[src/rtl/freq_meter.sv]
// Frequency meter: counts synchronized rising edges of sig_in over a fixed gate
// window of fin cycles, then reports the count and the divider select it decodes to.
module freq_meter #(
  parameter int unsigned GATE_CYCLES = 50000000,
  parameter int unsigned COUNT_W     = 32,
  parameter int unsigned EXP_BASE    = 2,
  parameter int unsigned TOL         = 1
) (
  input  logic               fin,
  input  logic               reset,
  input  logic               start,
  input  logic               sig_in,
  output logic               busy,
  output logic               done,
  output logic [COUNT_W-1:0] freq,
  output logic [3:0]         sel_det,
  output logic               overflow
);

  localparam int unsigned GW = (GATE_CYCLES > 1) ? $clog2(GATE_CYCLES) : 1;
  localparam logic [GW-1:0] GATE_LAST = GW'(GATE_CYCLES - 1);

  typedef enum logic [1:0] {IDLE, GATE, LATCH} state_e;

  // Smallest k whose expected count EXP_BASE<<k is within TOL; one extra bit
  // keeps the absolute difference from wrapping.
  function automatic logic [3:0] decode(input logic [COUNT_W-1:0] cnt, input logic ovf);
    logic [COUNT_W:0] c, e, d;
    logic [3:0]       s;
    s = 4'd15;
    c = {1'b0, cnt};
    for (int k = 3; k >= 0; k--) begin
      e = (COUNT_W+1)'(EXP_BASE) << k;
      d = (c >= e) ? (c - e) : (e - c);
      if (d <= (COUNT_W+1)'(TOL)) s = 4'(k);
    end
    if (ovf || (cnt == '0)) s = 4'd15;
    return s;
  endfunction

  logic               s1_q, s2_q, s3_q;
  logic               rise;
  state_e             state_q, state_d;
  logic [GW-1:0]      gate_q, gate_d;
  logic [COUNT_W-1:0] edges_q, edges_d;
  logic               ovf_q, ovf_d;
  logic               busy_q, busy_d;
  logic               done_q, done_d;
  logic [COUNT_W-1:0] freq_q, freq_d;
  logic [3:0]         sel_q, sel_d;
  logic               ovfo_q, ovfo_d;

  assign rise = s2_q & ~s3_q;

  always_ff @(posedge fin or negedge reset) begin
    if (!reset) begin
      s1_q <= 1'b0;
      s2_q <= 1'b0;
      s3_q <= 1'b0;
    end else begin
      s1_q <= sig_in;
      s2_q <= s1_q;
      s3_q <= s2_q;
    end
  end

  always_comb begin
    state_d = state_q;
    gate_d  = gate_q;
    edges_d = edges_q;
    ovf_d   = ovf_q;
    busy_d  = busy_q;
    done_d  = 1'b0;
    freq_d  = freq_q;
    sel_d   = sel_q;
    ovfo_d  = ovfo_q;
    case (state_q)
      IDLE: begin
        // done_q marks the cycle right after LATCH; a start there is dropped
        if (start && !done_q) begin
          state_d = GATE;
          gate_d  = '0;
          edges_d = '0;
          ovf_d   = 1'b0;
          busy_d  = 1'b1;
        end
      end
      GATE: begin
        if (rise) begin
          if (&edges_q) ovf_d = 1'b1;
          else          edges_d = edges_q + 1'b1;
        end
        if (gate_q == GATE_LAST) state_d = LATCH;
        else                     gate_d  = gate_q + 1'b1;
      end
      LATCH: begin
        state_d = IDLE;
        busy_d  = 1'b0;
        done_d  = 1'b1;
        freq_d  = edges_q;
        ovfo_d  = ovf_q;
        sel_d   = decode(edges_q, ovf_q);
      end
      default: state_d = IDLE;
    endcase
  end

  always_ff @(posedge fin or negedge reset) begin
    if (!reset) begin
      state_q <= IDLE;
      gate_q  <= '0;
      edges_q <= '0;
      ovf_q   <= 1'b0;
      busy_q  <= 1'b0;
      done_q  <= 1'b0;
      freq_q  <= '0;
      sel_q   <= 4'd15;
      ovfo_q  <= 1'b0;
    end else begin
      state_q <= state_d;
      gate_q  <= gate_d;
      edges_q <= edges_d;
      ovf_q   <= ovf_d;
      busy_q  <= busy_d;
      done_q  <= done_d;
      freq_q  <= freq_d;
      sel_q   <= sel_d;
      ovfo_q  <= ovfo_d;
    end
  end

  assign busy     = busy_q;
  assign done     = done_q;
  assign freq     = freq_q;
  assign sel_det  = sel_q;
  assign overflow = ovfo_q;

endmodule

[config.mk]
export PLATFORM = sky130hd
export DESIGN_NAME = freq_meter
export DESIGN_NICKNAME = d
export VERILOG_FILES = /design/src/rtl/freq_meter.sv
export SDC_FILE = /design/constraint.sdc
export NUM_CORES = 1
export LEC_CHECK = 0
export ABC_AREA = 1
export BUFFER_PORTS_ARGS = -buffer_cell sky130_fd_sc_hd__buf_2
export CORE_MARGIN = 2
export CORE_UTILIZATION = 50
export DETAILED_ROUTE_END_ITERATION = 8
export PLACE_DENSITY = 0.67
export SLEW_MARGIN = 25
export SYNTH_ARGS = -nofsm -noshare
export SYNTH_HDL_FRONTEND = slang
export SYNTH_SLANG_ARGS = --single-unit
[constraint.sdc]
create_clock -name fin -period 3.6 [get_ports fin]
set_clock_uncertainty 0.2 [all_clocks]
set_input_delay 0.9 -clock fin [delete_from_list [all_inputs] [get_ports fin]]
set_output_delay 0.9 -clock fin [all_outputs]
set_load 0.01 [all_outputs]
==> summary.md <==
| Metric | Value |
|---|---|
| Total power | 4.09 mW |
| Die Y | 142 um |
| Register area | 2560 um^2 |
| Sequential share of the synthesized area | 0.267 |
| HP Class | flop to flop |
| Max Cap Violations | 0 |
| CTS max path bufs | 2 |
| DRC marker count from the first detailed-route iteration | 1297 |
| Synth async-reset ratio | 1.00 |
| Fmax | 291 MHz |
| WS Path Type | flop to flop |
| Commonest non-fill, non-tap cells in the layout | 444 x nand2_1, 211 x nor2_1, 153 x inv_1 |
| Worst-Margin Slew | 0.810 ns |
| CP arrival | 3.48 ns |
| Filler instances | 1899 |
| Total CTS buffers | 9 |
| Warnings from Yosys | 0 |
| Slew Viols, Final | 0 |
| Slew HR | 0.460 |
| Routed via count | 10754 |
| Count of final setup violators | 0 |
| Top-area cell type share of the netlist area | 0.258 |
| DRT Wirelength | 39400 um |
| CTS Root Cell | clkbuf_16 |
| Req. time, crit path | 3.65 ns |
| Multi-input logic area | 6040 um^2 |
| Clock sinks | 102 |
| Critical Path Fanout Max | 9 |
| Detail Route Antenna Nets | 0 |
| H-tree levels | 3 |
| Via/cell ratio | 5.72 |
| Setup TNS | 0 ns |
| RSZ-0062 raised after global routing | no |
| WL/cell | 21.0 um |
| Tot GR Track Use | 0.395 |
| Pin count of the biggest net entering global routing | 71 |
| TritonCTS clock tree | built |
| Clk slew on worst S/H paths | 0.08 ns |
| Drc violations | 0 |
| Most common cell after layout, fill and taps aside | nand2_1 |
| Critical Path End Type | flop |
| Area Growth Syn to Fin | 13.6% |
| Initial core utilization | 0.511 |
| P per Cell Area | 376 nW/um^2 |
| Synthesized area per cell | 6.23 um^2 |
| Largest cells by area after synthesis | dfrtp_1 26%, nand2_1 17%, nor2_1 8.3% |
| Total grt overflow | 0 |
| GP Congestion | 1.13 |
| Post-synth EDFFs | 0 |
| Die area | 20300 um^2 |
| Port bufs | 42 |
| Main synth FF type | dfrtp_1 |
| Final Worst Setup Slack | 0.165 ns |
| Minimum clock period | 3.43 ns |
| Vias in the first global route | 9790 |
| Unique masters post-synth | 47 |
| Detail Placement HPWL | 31600 um |
| Fin crit share | 0.954 |
| Synthesized area | 9590 um^2 |
| Layout cell share with drive strength beyond 1 | 0.143 |
| I/O pin count | 43 |
| Placement Rows | 50 |
| Synth area leader | dfrtp_1 |
| Die X | 142 um |
| Leak Pwr | 5.64 nW |
| Status | completed |
| First drt pass iteration count | 5 |
| Gate Count Post-Synth | 1540 |
| Peak VDD IR | 399 uV |
| Final Hold Vio Count | 0 |
| Nets | 1665 |
| Post-place setup slack | 0.260 ns |
| Core area | 18800 um^2 |
| First-pass GRT wire length | 58800 um |
| FF+latch count, synth | 102 |
| Setup crit start kind | flop |
| Synthesized Nets | 1566 |
| Clock Latency Late Sink | 0.36 ns |
| Antenna violations before repair | 0 |
| Post-CTS Setup Inserts | 0 |
## routing by layer
metal	global-route usage	routed length, um	vias to the layer above
li1	-	-	5146
met1	0.542	16800	4922
met2	0.594	16600	577
met3	0.0908	4120	109
met4	0.176	1960	0
met5	0	0	-
## repair_timing
| item | 4_1_cts | 5_1_grt |
|---|---|---|
| hold buffers | 0 | 0 |
| resized for setup | 0 | 2 |
| setup endpoints to repair | 0 | 2 |
## registers in the layout (all words and copies together) (netlist names)
name      cells
s1_q          1
s2_q          1
done          1
freq         32
sel_det       3
state_q       2
edges_q      32
s3_q          1
ovf_q         1
busy          1
gate_q       26
overflow      1
## metrics by stage
step / util / hold WS, ns / instances / instance area (um^2)
floorplan: - / 0.131 / 1540 / 9590
global placement: 0.562 / 0.137 / 1862 / 10600
detailed placement: 0.562 / 0.137 / 1862 / 10600
CTS: 0.580 / 0.155 / 1878 / 10900
global route: 0.580 / 0.171 / 1878 / 10900
finish: 0.580 / 0.155 / 1879 / 10900
## report_power, final
group | internal (mW) | total (mW) | switching (mW)
clock | 0.619 | 1.11 | 0.492
combinational | 0.554 | 1.74 | 1.19
sequential | 1.18 | 1.24 | 0.0535
## layout make-up
| cell class | instances | area share |
|---|---|---|
| diodes | 1 | 0.000230 |
| well taps | 234 | 0.0269 |
| repair buffers | 144 | 0.0933 |
| clock inverters | 7 | 0.00931 |
| flip-flops and latches | 102 | 0.235 |
| inverters | 173 | 0.0602 |
| multi-input cells | 1209 | 0.555 |
| clock buffers | 9 | 0.0207 |
## worst max-delay path, stage by stage, from the launching register on
cell and delay, ns:
dfrtp_1 0.70, nand2_1 0.13, nor2_1 0.24, nand3_1 0.13, nor4_1 0.49, buf_4 0.22, nand2_1 0.04, nand2_1 0.15
nand2_2 0.16, nand4_1 0.19, nor2_1 0.11, nand3_1 0.24, nor3_1 0.08, o21ai_0 0.17, nor2_1 0.06
## cells in the mapped netlist, drive strengths merged, types with 3 or more instances
master,instances
ha,22
a21oi,48
nor3,36
buf,42
a31oi,3
o31ai,4
xor2,68
o21a,5
nand3,135
o21ai,124
nor4,11
dfrtp,99
inv,167
clkinv,6
nand2,465
nor2,239
dfstp,3
clkbuf,14
nand4,37
## worst paths after layout
path / depth (start not counted) / slack [ns] / start / to
min: 0 / 0.15 / s1_q / s2_q
min reg2reg: 0 / 0.15 / s1_q / s2_q
max reg2reg: 14 / 0.17 / edges_q[12] / edges_q[16]
max: 14 / 0.17 / edges_q[12] / edges_q[16]
min in group asynchronous: 1 / 0.32 / reset / gate_q[16]
max in group asynchronous: 2 / 2.15 / reset / freq[10]
## cells by family (layout without fill, tap and decap cells)
kind of cell | count (synthesis) | after routing | share of synthesized area
buffers and inverters | 229 | 333 | 0.104
AO/OA/AOI/OAI | 191 | 191 | 0.105
flip-flops | 102 | 102 | 0.267
XOR/XNOR | 69 | 69 | 0.0630
other | 0 | 1 | 0
AND/OR/NAND/NOR | 927 | 927 | 0.432
adder cells (fa/ha/maj) | 22 | 22 | 0.0287
Power figures use the tool's default switching activity.
